`src/rtl/delta_lif_core.sv`:
```
// Leaky integrate-and-fire neuron with subtractive reset, refractory period and a lossless delta-event encoder.
// Latency: a step sampled at one edge updates state_out/spike on that edge; the resulting event is raised one edge later.
// Backpressure: ev_data holds while ev_valid & !ev_ready; ref only advances on accept, so no membrane change is lost.
module delta_lif_core #(
    parameter int WIDTH      = 8,
    parameter int LEAK_SHIFT = 1,
    parameter int REF_W      = 4
) (
    input  logic             clk,
    input  logic             rst,
    input  logic             in_valid,
    input  logic [WIDTH-1:0] in_current,
    input  logic [WIDTH-1:0] cfg_vth,
    input  logic [WIDTH-1:0] cfg_delta,
    input  logic [REF_W-1:0] cfg_refrac,
    output logic [WIDTH-1:0] state_out,
    output logic             spike,
    output logic             ev_valid,
    input  logic             ev_ready,
    output logic [WIDTH:0]   ev_data,
    output logic             refrac
);

    localparam logic [0:0] ST_INTEGRATE  = 1'b0;
    localparam logic [0:0] ST_REFRACTORY = 1'b1;
    localparam logic [0:0] ENC_IDLE      = 1'b0;
    localparam logic [0:0] ENC_HOLD      = 1'b1;

    localparam logic [REF_W-1:0] CNT_ONE   = 1;
    localparam logic [WIDTH:0]   DATA_ZERO = '0;

    // neuron state
    logic [WIDTH-1:0] u_q;
    logic [WIDTH-1:0] u_n;
    logic [REF_W-1:0] refrac_cnt;
    logic [REF_W-1:0] cnt_n;
    logic [0:0]       ns_q;
    logic [0:0]       ns_n;
    logic             spike_q;
    logic             spike_n;

    logic [WIDTH-1:0] leak;
    logic [WIDTH-1:0] decayed;
    logic [WIDTH:0]   sum_w;
    logic [WIDTH-1:0] sum_sat;
    logic             fire;

    // encoder state
    logic [0:0]       enc_q;
    logic [0:0]       enc_n;
    logic [WIDTH-1:0] ref_q;
    logic [WIDTH-1:0] ref_n;
    logic [WIDTH:0]   ref_sum;
    logic [WIDTH:0]   ev_data_q;
    logic [WIDTH:0]   ev_data_n;
    logic [WIDTH:0]   d;
    logic [WIDTH:0]   abs_d;
    logic             accept;
    logic             load;

    always_comb begin
        leak    = u_q >> LEAK_SHIFT;
        decayed = u_q - leak;
        sum_w   = {1'b0, decayed} + {1'b0, in_current};
        sum_sat = sum_w[WIDTH] ? {WIDTH{1'b1}} : sum_w[WIDTH-1:0];
        fire    = (cfg_vth != '0) && (sum_sat >= cfg_vth);

        u_n     = u_q;
        cnt_n   = refrac_cnt;
        spike_n = 1'b0;

        if (in_valid) begin
            if (ns_q == ST_REFRACTORY) begin
                // input current is dropped while refractory; only the leak applies
                u_n   = decayed;
                cnt_n = refrac_cnt - CNT_ONE;
            end else if (fire) begin
                u_n     = sum_sat - cfg_vth;
                spike_n = 1'b1;
                cnt_n   = cfg_refrac;
            end else begin
                u_n = sum_sat;
            end
        end

        ns_n = (cnt_n != '0) ? ST_REFRACTORY : ST_INTEGRATE;
    end

    always_ff @(posedge clk or posedge rst) begin
        if (rst) begin
            u_q        <= '0;
            refrac_cnt <= '0;
            ns_q       <= ST_INTEGRATE;
            spike_q    <= 1'b0;
        end else begin
            u_q        <= u_n;
            refrac_cnt <= cnt_n;
            ns_q       <= ns_n;
            spike_q    <= spike_n;
        end
    end

    always_comb begin
        accept  = (enc_q == ENC_HOLD) && ev_ready;
        ref_sum = {1'b0, ref_q} + ev_data_q;
        // ref + accepted delta always lands back in the unsigned membrane range
        ref_n   = accept ? ref_sum[WIDTH-1:0] : ref_q;
        d       = {1'b0, u_q} - {1'b0, ref_n};
        abs_d   = d[WIDTH] ? (DATA_ZERO - d) : d;
        load    = ((enc_q == ENC_IDLE) || ev_ready) && (d != DATA_ZERO) &&
                  (abs_d >= {1'b0, cfg_delta});

        enc_n     = enc_q;
        ev_data_n = ev_data_q;
        if (load) begin
            enc_n     = ENC_HOLD;
            ev_data_n = d;
        end else if (accept) begin
            enc_n = ENC_IDLE;
        end
    end

    always_ff @(posedge clk or posedge rst) begin
        if (rst) begin
            enc_q     <= ENC_IDLE;
            ref_q     <= '0;
            ev_data_q <= '0;
        end else begin
            enc_q     <= enc_n;
            ref_q     <= ref_n;
            ev_data_q <= ev_data_n;
        end
    end

    assign state_out = u_q;
    assign spike     = spike_q;
    assign refrac    = (ns_q == ST_REFRACTORY);
    assign ev_valid  = (enc_q == ENC_HOLD);
    assign ev_data   = ev_data_q;

endmodule

```
`config.mk`:
```
export PLATFORM = sky130hd
export DESIGN_NAME = delta_lif_core
export DESIGN_NICKNAME = d
export VERILOG_FILES = /design/src/rtl/delta_lif_core.sv
export SDC_FILE = /design/constraint.sdc
export NUM_CORES = 1
export LEC_CHECK = 0
export BUFFER_PORTS_ARGS = -buffer_cell sky130_fd_sc_hd__buf_2
export CAP_MARGIN = 20
export CORE_MARGIN = 1.5
export CORE_UTILIZATION = 53
export DETAILED_ROUTE_END_ITERATION = 8
export GPL_ROUTABILITY_DRIVEN = 0
export PLACE_DENSITY = 0.78
export SETUP_SLACK_MARGIN = 0.15
export SYNTH_ARGS = -nofsm -noshare
export SYNTH_HDL_FRONTEND = slang
export SYNTH_SLANG_ARGS = --single-unit
```
`constraint.sdc`:
```
create_clock -name clk -period 5.3 [get_ports clk]
set_clock_uncertainty 0.05 [all_clocks]
set_input_delay 1.325 -clock clk [delete_from_list [all_inputs] [get_ports clk]]
set_output_delay 1.325 -clock clk [all_outputs]
set_load 0.005 [all_outputs]
```
==> flow_metrics.env <==
export IMPL_synth_area_leaders="dfrtp_1 (23%), ha_1 (17%), xnor2_1 (6.6%)"
export IMPL_clk_latency_ns=0.29
export IMPL_drive_gt1_frac=0.3533
export IMPL_cts_buffer_depth=2
export IMPL_avgSynthCellArea_um2=8.406
export IMPL_synth_common_cells="inv_1 (55), ha_1 (47), dfrtp_1 (32), nand2_1 (31), a21oi_1 (29)"
export IMPL_chipWidth_um=83.44
export IMPL_grt_pass1_wl_mm=13.79
export IMPL_cp_start_kind="primary input"
export IMPL_antenna_found_initial=0
export IMPL_synth_compound_area_frac=0.2178
export IMPL_wl_per_cell_um=15.33
export IMPL_via_per_inst=5.735
export IMPL_timing_final_crit_period_ns=5.233
export IMPL_tightestPinTransition_ns=0.8781
export IMPL_seq_area_um2=803.3
export IMPL_status="finished, final reports clean"
export IMPL_dr_total_vias=3315
export IMPL_fillers=498
export IMPL_cp_required_ns=5.41
export IMPL_htreeDepth=2
export IMPL_clk_pin_slew_ns=0.07
export IMPL_met2_usage=0.4686
export IMPL_place_inst=553
export IMPL_post_route_util=0.7168
export IMPL_min_path_cells=1
export IMPL_final_max_slew_violation_count=0
export IMPL_routed_wl_mm=8.861
export IMPL_yosysUniqueCellTypes=56
export IMPL_cts_tree="built"
export IMPL_critPathKind="in2reg"
export IMPL_setup_violations=0
export IMPL_path_max_fanout=2
export IMPL_r2r_cells=24
export IMPL_met3_usage=0.03777
export IMPL_route_detailed_drc=0
export IMPL_ys_flop_type="dfrtp_1"
export IMPL_grt_busiest_layer="met2"
export IMPL_die_h_um=83.44
export IMPL_muxShareOfSynthArea=0.03539
export IMPL_yosysTopAreaCell="dfrtp_1"
export IMPL_synth_top_family_by_area="compound AO/OA/AOI/OAI gates"
export IMPL_cp_arrival_ns=5.34
export IMPL_syn_inst=408
export IMPL_syn_nets=492
export IMPL_dieArea_um2=6962
export IMPL_synth_edff_count=0
export IMPL_synthArstFlopShare=1.000
export IMPL_dp_hpwl_mm=6.522
export IMPL_grt_max_degree=33
export IMPL_pin_count=52
export IMPL_gr_total_overflow=0
export IMPL_cts_sinks=32
export IMPL_min_path_type="reg2reg"
export IMPL_drt_pass1_iterations=4
export IMPL_cts_root_buffer="clkbuf_8"
export IMPL_layout_cells_non_filler=578
export IMPL_ys_seq_area_frac=0.2335
export IMPL_synth_top_cell_area_share=0.2335
export IMPL_grtUsageMet1=0.2725
export IMPL_cp_end_kind="flop"
export IMPL_yosys_warnings=0
export IMPL_grtUsageTotal=0.2433
export IMPL_syn2layout_area_growth_pct=31.96
export IMPL_multi_input_area_um2=2741
export IMPL_pre_cts_ws_ns=-0.1931
export IMPL_hold_slack_ns=0.4448
export IMPL_synth_simple_area_share=0.1540
export IMPL_initial_core_util=0.5432
export IMPL_yosys_cell_count_top_type="inv_1"
export IMPL_relSlewSlack=0.4146
export IMPL_synth_xor_area_frac=0.08428
export IMPL_first_iter_violations=207
export IMPL_period_share=0.9873
export IMPL_fmax_mhz=191.1
export IMPL_fp_row_count=29
export IMPL_synth_area_um2=3430
export IMPL_grt_setup_unrepaired="true"
export IMPL_synth_seq_cells=32
export IMPL_port_buffers=51
export IMPL_cts_made_buffers=5
export IMPL_worst_slack_ns=0.06734
export IMPL_antenna_cells=0
export IMPL_coreArea_um2=6314
export IMPL_fin_nets=584
export IMPL_grt_pass1_vias=3152
export IMPL_ant_nets=0
export IMPL_synthAdderAreaFrac=0.2036
export IMPL_drv_cap=0
export IMPL_finalHoldViolations=0
## cell type report
type                            instances  area share
Inverter                               57     0.04728
Multi-Input combinational cell        311      0.6058
Timing Repair Buffer                   93      0.1277
Clock buffer                            6     0.01825
Clock inverter                          2    0.002212
Tap cell                               77     0.02129
Sequential cell                        32      0.1775
## kinds of logic after synthesis
logic type | count (synthesis)
and+or+nand+nor | 105
AOI/OAI and AO/OA | 109
xor gates and xnor gates | 33
buffers and inverters | 65
muxes | 11
DFF | 32
adders and majority gates | 53
## cell usage in the layout (no fill, tap or decap), types with 4 or more instances in the layout
cell       n
o21ai_1    4
a21oi_4    4
buf_4     40
nand3_1    9
xnor2_1   24
inv_2      5
a21oi_2    7
a21o_1     6
mux2_2     4
ha_2       6
nor3_1     7
o21bai_1   6
inv_1     51
nor2_1    21
dfrtp_1   30
nand2b_1   4
mux2i_1    4
ha_1      37
o21ai_0   12
nand2_1   28
a31oi_1    5
xor2_1     7
o211ai_1   4
nor2b_1    7
buf_2     51
a21oi_1   18
ha_4       4
fa_2       4
clkbuf_8   6
## metal layers
metal | wire length, um | up-vias
li1 | - | 1624
met1 | 3481 | 1577
met5 | 0 | -
met2 | 4796 | 91
met4 | 231 | 0
met3 | 351 | 23
## repair_timing
action / in CTS / in global routing
buffers inserted: 8 / 9
endpoints found under the setup margin: 1 / 23
pin swaps: 15 / 28
hold endpoints to repair: 0 / 0
hold buffers: 0 / 0
resized for setup: 7 / 53
## state kept, by name, summed over array words and instances (netlist names)
register    flops
ev_data         9
ev_valid        1
ref_q           8
refrac          1
refrac_cnt      4
spike           1
state_out       8
## worst paths after layout
kind,startpoint,end,slack (ns)
min reg2reg,ref_q[7]$_DFF_PP0_,ref_q[7]$_DFF_PP0_,0.44
min in group asynchronous,rst,ref_q[5]$_DFF_PP0_,1.07
min,ref_q[7]$_DFF_PP0_,ref_q[7]$_DFF_PP0_,0.44
max reg2reg,state_out[1]$_DFFE_PP0P_,refrac$_DFF_PP0_,0.15
max,in_current[0],refrac$_DFF_PP0_,0.07
max in group asynchronous,rst,state_out[4]$_DFFE_PP0P_,3.80
## metrics by stage
step	setup TNS (ns)	cell area, um^2
2_1_floorplan	0	3541
3_3_place_gp	-0.01866	4043
3_5_place_dp	-0.3387	4043
4_1_cts	0	4217
5_1_grt	-0.04304	4526
6_report	0	4526
## critical path, stage by stage
cell and delay (ns):
buf_2 0.10, ha_1 0.22, fa_2 0.34, a21o_1 0.17, a21oi_2 0.16, o21bai_1 0.09
a21oi_2 0.21, o21bai_4 0.12, a211oi_4 0.24, ha_2 0.23, inv_1 0.06, fa_2 0.37
a21o_1 0.21, a21oi_2 0.16, o21bai_1 0.11, a21oi_2 0.18, o221ai_2 0.14, and2_4 0.19
o21ai_4 0.13, a22oi_2 0.11, or4_4 0.49
Power is left out: the tool's default activity adds up to more than one toggle a clock period on the data nets, which glitch-free logic cannot reach.
